File: config.mk
export PLATFORM = sky130hd
export DESIGN_NAME = cnn_layer_sequencer
export DESIGN_NICKNAME = d
export VERILOG_FILES = /design/src/rtl/cnn_layer_sequencer.sv
export SDC_FILE = /design/constraint.sdc
export NUM_CORES = 1
export LEC_CHECK = 0
export BUFFER_PORTS_ARGS = -buffer_cell sky130_fd_sc_hd__buf_2
export CAP_MARGIN = 30
export CORE_UTILIZATION = 55
export CTS_CLUSTER_DIAMETER = 120
export DETAILED_ROUTE_END_ITERATION = 10
export PLACE_DENSITY_LB_ADDON = 0.08
export SYNTH_ARGS = -nofsm -noshare
export SYNTH_HDL_FRONTEND = slang
export SYNTH_SLANG_ARGS = --single-unit
File: constraint.sdc
create_clock -name HCLK -period 3.11 [get_ports HCLK]
set_clock_uncertainty 0.15 [all_clocks]
set_input_delay 0.622 -clock HCLK [delete_from_list [all_inputs] [get_ports HCLK]]
set_output_delay 0.622 -clock HCLK [all_outputs]
set_load 0.005 [all_outputs]
File: src/rtl/cnn_layer_sequencer.sv
// Layer scheduler for the CNN accelerator: walks a small per-layer config table,
// programs base address and layer config, pulses layer_start and tracks layer_done.
module cnn_layer_sequencer #(
    parameter int N_LAYER    = 3,
    parameter int Ti         = 16,
    parameter int To         = 16,
    parameter int N          = 16,
    parameter int W_LIDX     = 4,
    parameter int GAP_CYCLES = 128
) (
    input  logic              HCLK,
    input  logic              HRESET,
    input  logic              cfg_we,
    input  logic [W_LIDX-1:0] cfg_idx,
    input  logic [8:0]        cfg_data,
    input  logic [W_LIDX-1:0] n_layers,
    input  logic [31:0]       base_init,
    input  logic              start,
    input  logic              abort,
    input  logic              layer_done,
    output logic [31:0]       base_address,
    output logic [31:0]       layer_config,
    output logic              layer_start,
    output logic [W_LIDX-1:0] cur_layer,
    output logic              busy,
    output logic              seq_done
);
    localparam logic [19:0]       W_STEP_3X3 = 20'(Ti * To * 9 / N);
    localparam logic [19:0]       W_STEP_1X1 = 20'(To);
    localparam logic [11:0]       P_STEP     = 12'(To);
    localparam int                GW         = $clog2(GAP_CYCLES + 1);
    localparam logic [GW-1:0]     GAP_LAST   = GW'(GAP_CYCLES);
    localparam logic [W_LIDX-1:0] NL_MAX     = W_LIDX'(N_LAYER);

    typedef enum logic [2:0] {S_IDLE, S_CONFIG, S_START, S_WAIT, S_GAP, S_DONE} state_t;

    state_t            state_q;
    logic [8:0]        tbl_q [N_LAYER];
    logic              start_q, done_q;
    logic [W_LIDX-1:0] nl_q, cur_q;
    logic [19:0]       wbase_q;
    logic [11:0]       pbase_q;
    logic [GW-1:0]     gap_q;
    logic [31:0]       base_address_q, layer_config_q;
    logic              layer_start_q, busy_q, seq_done_q;

    logic              start_edge, done_edge;
    logic [W_LIDX-1:0] nl_d, next_idx_d;
    logic [8:0]        entry_next;
    logic [31:0]       cfg_first_d, cfg_next_d;
    logic [19:0]       wbase_d;
    logic [11:0]       pbase_d;

    // {16'b0, act, bias, idx, last, conv3x3, last, first}
    function automatic logic [31:0] make_cfg(input logic [8:0] entry,
                                             input logic [W_LIDX-1:0] idx,
                                             input logic [W_LIDX-1:0] nl);
        logic first, last;
        first = (idx == '0);
        last  = (idx == nl - W_LIDX'(1));
        return {16'b0, entry[8:6], entry[5:1], 4'(idx), last, entry[0], last, first};
    endfunction

    always_comb begin
        start_edge = start & ~start_q;
        done_edge  = layer_done & ~done_q;
        nl_d       = (n_layers > NL_MAX) ? NL_MAX : n_layers;
        next_idx_d = cur_q + W_LIDX'(1);
        entry_next = '0;
        for (int i = 0; i < N_LAYER; i++)
            if (next_idx_d == W_LIDX'(i)) entry_next = tbl_q[i];
        cfg_first_d = make_cfg(tbl_q[0], '0, nl_d);
        cfg_next_d  = make_cfg(entry_next, next_idx_d, nl_q);
        wbase_d     = wbase_q + (layer_config_q[2] ? W_STEP_3X3 : W_STEP_1X1);
        pbase_d     = pbase_q + P_STEP;
    end

    always_ff @(posedge HCLK) begin
        if (HRESET) begin
            state_q        <= S_IDLE;
            for (int i = 0; i < N_LAYER; i++) tbl_q[i] <= '0;
            start_q        <= 1'b0;
            done_q         <= 1'b0;
            nl_q           <= '0;
            cur_q          <= '0;
            wbase_q        <= '0;
            pbase_q        <= '0;
            gap_q          <= '0;
            base_address_q <= '0;
            layer_config_q <= '0;
            layer_start_q  <= 1'b0;
            busy_q         <= 1'b0;
            seq_done_q     <= 1'b0;
        end else begin
            start_q       <= start;
            done_q        <= layer_done;
            layer_start_q <= 1'b0;
            seq_done_q    <= 1'b0;
            for (int i = 0; i < N_LAYER; i++)
                if (cfg_we && !busy_q && cfg_idx == W_LIDX'(i)) tbl_q[i] <= cfg_data;

            if (abort) begin
                state_q <= S_IDLE;
                busy_q  <= 1'b0;
            end else begin
                case (state_q)
                    S_IDLE: if (start_edge) begin
                        nl_q    <= nl_d;
                        wbase_q <= base_init[19:0];
                        pbase_q <= base_init[31:20];
                        cur_q   <= '0;
                        if (nl_d == '0) begin
                            state_q    <= S_DONE;
                            seq_done_q <= 1'b1;
                        end else begin
                            // outputs load on CONFIG entry so they lead the start pulse
                            state_q        <= S_CONFIG;
                            busy_q         <= 1'b1;
                            base_address_q <= base_init;
                            layer_config_q <= cfg_first_d;
                        end
                    end
                    S_CONFIG: begin
                        state_q       <= S_START;
                        layer_start_q <= 1'b1;
                    end
                    S_START: state_q <= S_WAIT;
                    S_WAIT: if (done_edge) begin
                        wbase_q <= wbase_d;
                        pbase_q <= pbase_d;
                        gap_q   <= '0;
                        if (layer_config_q[1]) begin
                            state_q    <= S_DONE;
                            seq_done_q <= 1'b1;
                            busy_q     <= 1'b0;
                        end else begin
                            state_q <= S_GAP;
                        end
                    end
                    S_GAP: if (gap_q == GAP_LAST) begin
                        cur_q          <= next_idx_d;
                        base_address_q <= {pbase_q, wbase_q};
                        layer_config_q <= cfg_next_d;
                        state_q        <= S_CONFIG;
                    end else begin
                        gap_q <= gap_q + GW'(1);
                    end
                    S_DONE:  state_q <= S_IDLE;
                    default: state_q <= S_IDLE;
                endcase
            end
        end
    end

    assign base_address = base_address_q;
    assign layer_config = layer_config_q;
    assign layer_start  = layer_start_q;
    assign cur_layer    = cur_q;
    assign busy         = busy_q;
    assign seq_done     = seq_done_q;
endmodule
==> results by group <==
Drt
  • Vias per cell: 5.64
  • Number of routed nets with antenna violations: 0
  • Wirelength, routed: 14.5 mm
  • DRC Markers: 0
  • Number of vias after detailed routing: 5443
  • First drt pass iteration count: 5
  • Violation count after the first detailed-route iteration: 346
  • Wire length per cell after detailed routing: 15.0 µm

STA
  • Setup TNS: 0 ns
  • Final Worst Setup Slack: 0.661 ns
  • Number of endpoints with negative hold slack in the final report: 0
  • Highest achievable clock rate: 408 MHz
  • Share of the clock period used by the worst path: 78.7%
  • Final period demand of the worst path: 2.45 ns
  • RSZ-0062 raised after global routing: no
  • Pin slew with the least headroom to its limit: 0.940 ns
  • Setup violations, final: 0
  • Final count of pins violating max slew: 0
  • Normalized max-slew margin: 36.8%

GRT
  • Global-route wire length before repair: 23.8 mm
  • Total track usage: 26.5%
  • Antenna violations before repair: 0
  • Maximum number of pins on one net before global-route repair: 83
  • GRT overflow: 0
  • Vias in the first global route: 5043

Min path
  • Worst Hold Launch: base_init[1]
  • Hold path cells: 3
  • Worst hold path type: primary input to flop
  • Hold Path End: wbase_q[1]

Final layout
  • Most used cells in the layout excluding fill and tap cells: sky130_fd_sc_hd__nand2_1, sky130_fd_sc_hd__buf_2, sky130_fd_sc_hd__dfxtp_1, sky130_fd_sc_hd__nor2_1, sky130_fd_sc_hd__a21oi_1
  • Antenna cells: 0
  • Post-layout net count: 876
  • Most frequent standard cell in the layout excluding fill and tap cells: sky130_fd_sc_hd__nand2_1
  • Share of cells above drive strength 1: 19.6%
  • Area growth syn-to-layout: 18.3%

Power and ir drop
  • Static Leak: 2.93 nW
  • Power per cell area: 559 nW/µm²
  • Worst voltage drop across the vdd grid: 0.000349 V

Synth
  • Post-synthesis instance area: 6110 µm²
  • Count of unique library cells instantiated by Yosys: 56
  • Total of flip-flops plus latches after synthesis: 130
  • Share of synthesized area occupied by flip-flops and latches: 47.0%
  • Share of flip-flops with an asynchronous set or reset after synthesis: 0%
  • Post-synthesis area per instance: 8.48 µm²
  • Count of flip-flops with a built-in enable after synthesis: 27
  • Instance count of the mapped netlist: 721
  • Yosys warnings: 0
  • Prevailing post-synth register cell: sky130_fd_sc_hd__dfxtp_1

Placed design
  • Number of port buffers: 109
  • Setup slack at placement: 0.564 ns
  • Final weighted congestion of routability-driven global placement: 0.810
  • HPWL reported at the end of detailed placement: 9.85 mm

Die
  • Horiz. Die Dim: 107 µm
  • Ports: 126
  • Count of standard-cell rows: 38
  • Die Y: 107 µm
  • Placeable core region: 10800 µm²
  • Die footprint: 11500 µm²
  • Initial Utilization: 56.4%

Setup path
  • Reg2Reg Depth: 7
  • Flop-to-flop setup slack: 0.66 ns
  • Setup crit end kind: flop
  • Delay of the slowest cell on the worst path: 0.79 ns
  • Worst reg2reg path endpoint: layer_config[2]
  • Arrival time at the worst endpoint: 2.72 ns
  • Library cell contributing the largest single delay on the critical path: sky130_fd_sc_hd__or4_1
  • R2R Path Start: gap_q[0]
  • Top Family by Delay on Critical Path: simple AND/OR/NAND/NOR gates
  • Number of buffers and inverters on the critical path: 1
  • Series of cell instances along the critical path: inv_1 > ha_1 > and4bb_2 > a21oi_2 > or4_1 > a221oi_1 > nor2_1
  • Worst Path Required: 3.38 ns
  • CP Class: flop to flop
  • Kind of start point of the critical path: flop
  • Highest net fanout along the worst path: 13

CTS
  • Clock buffers created by TritonCTS: 17
  • CTS hold repair buffers: 0
  • CTS tree: done
  • Buffers from clock root to sink, at most: 2
  • Post-CTS setup buffers: 0
  • Clock net sink count: 130
  • Count of cells resized by post-cts repair: 0
  • Clk slew on worst S/H paths: 0.06 ns
  • Clock root buffer master: sky130_fd_sc_hd__clkbuf_8
  • Worst-Skew Late Latency: 0.53 ns
  • CTS H-tree lvls: 4

Run
  • Max Cap Violations: 0

Status
  • Status: finished, final reports clean
## logic make-up (layout without fill, tap and decap cells)
logic type	Yosys count	in the layout	share of synthesized area, %
AND/OR/NAND/NOR	306	306	22.7
adder cells (fa/ha/maj)	9	9	1.84
multiplexers	4	4	0.655
XOR/XNOR	16	16	2.29
buffers and inverters	76	165	5.94
other	1	16	0.0613
flip-flops	130	130	47.0
AO/OA/AOI/OAI	179	179	19.6
## report_power, final
| group | total (W) | internal [W] | leakage [nW] | switching [W] |
|---|---|---|---|---|
| combinational | 0.000349 | 0.000149 | 1.56 | 0.000200 |
| clock | 0.00183 | 0.00106 | 0.250 | 0.000769 |
| sequential | 0.00186 | 0.00181 | 1.12 | 0.0000564 |
| total | 0.00404 | 0.00302 | 2.93 | 0.00103 |
## routing by layer
metal | part of all wire [%] | up-vias | global-route usage [%]
met5 | 0 | - | 0
met4 | 2.4 | 0 | 12.1
met3 | 4.6 | 25 | 5.63
met2 | 48 | 141 | 42.9
met1 | 45 | 2542 | 33.8
li1 | - | 2735 | -
## worst max-delay path by stage
stage                    start         endpoint  slack (ns)  cells after the start
2_1_floorplan       cfg_idx[3]      tbl_q[0][0]        0.48                      2
3_3_place_gp             start          nl_q[0]        0.59                      5
3_5_place_dp       n_layers[3]  layer_config[2]        0.56                      7
4_1_cts        layer_config[2]      wbase_q[17]        0.67                      6
5_1_grt           cur_layer[0]  layer_config[2]        0.38                      5
6_report              gap_q[0]  layer_config[2]        0.66                      7
## tightest hold or removal path, stage by stage
cell and delay, ns:
sky130_fd_sc_hd__buf_2 0.10, sky130_fd_sc_hd__nand2_1 0.05, sky130_fd_sc_hd__a21oi_1 0.05
## through the flow
stage,hold slack (ns),util [%],std cells,area (µm²),total power (W)
after floorplan,0.287,-,736,6170,0.00212
after global placement,0.293,61.6,933,6680,0.00224
after detailed placement,0.299,61.6,933,6680,0.00225
after CTS,0.166,66.7,965,7230,0.00407
after global routing,0.187,66.7,965,7230,0.00420
final,0.188,66.7,965,7230,0.00404
## synthesized netlist by cell type, types with 2 or more instances
master,count,area share (%)
sky130_fd_sc_hd__a311oi_1,37,5.3
sky130_fd_sc_hd__ha_1,9,1.8
sky130_fd_sc_hd__buf_4,17,2.1
sky130_fd_sc_hd__nor3_1,14,1.1
sky130_fd_sc_hd__a31oi_1,5,0.51
sky130_fd_sc_hd__nand3_1,15,1.2
sky130_fd_sc_hd__or4b_2,2,0.33
sky130_fd_sc_hd__o2111ai_1,4,0.57
sky130_fd_sc_hd__a21oi_1,45,3.7
sky130_fd_sc_hd__nor2b_1,4,0.41
sky130_fd_sc_hd__edfxtp_1,27,13
sky130_fd_sc_hd__mux2i_1,4,0.65
sky130_fd_sc_hd__o31ai_1,5,0.61
sky130_fd_sc_hd__or3_1,2,0.20
sky130_fd_sc_hd__nor2_1,76,4.7
sky130_fd_sc_hd__nand4_1,5,0.51
sky130_fd_sc_hd__nand3b_1,3,0.37
sky130_fd_sc_hd__nor4b_1,2,0.29
sky130_fd_sc_hd__a22oi_1,4,0.49
sky130_fd_sc_hd__o41ai_1,2,0.29
sky130_fd_sc_hd__inv_1,10,0.61
sky130_fd_sc_hd__nor3b_1,3,0.37
sky130_fd_sc_hd__a211oi_1,8,0.98
sky130_fd_sc_hd__o22ai_1,3,0.31
sky130_fd_sc_hd__xor2_1,11,1.6
sky130_fd_sc_hd__o211ai_1,3,0.37
sky130_fd_sc_hd__dfxtp_1,103,34
sky130_fd_sc_hd__nand2b_1,3,0.31
sky130_fd_sc_hd__nand2_1,143,8.8
sky130_fd_sc_hd__buf_2,11,0.90
sky130_fd_sc_hd__xnor2_1,5,0.72
sky130_fd_sc_hd__and2_1,14,1.4
sky130_fd_sc_hd__and3_1,9,0.92
sky130_fd_sc_hd__a221oi_1,9,1.3
sky130_fd_sc_hd__nor4_1,3,0.31
sky130_fd_sc_hd__o21ai_0,42,3.4
sky130_fd_sc_hd__a32o_1,2,0.33
sky130_fd_sc_hd__a2bb2oi_1,2,0.29
sky130_fd_sc_hd__clkbuf_1,38,2.3
## final cells by class
class / instances / area, µm²
clock buffer: 18 / 418
clock inverter: 14 / 131
fill: 920 / 3610
inverter: 10 / 37.5
multi-input combinational: 530 / 2930
sequential: 130 / 2870
tap: 140 / 175
timing repair buffer: 123 / 663
## flip-flops by register name (all words and copies together) (netlist names)
name and flops:
base_address 32, tbl_q 27, wbase_q 20, layer_config 15
pbase_q 12, gap_q 8, cur_layer 4, nl_q 4
state_q 3, busy 1, done_q 1, layer_start 1
seq_done 1, start_q 1
(Power assumes the default switching activity.)
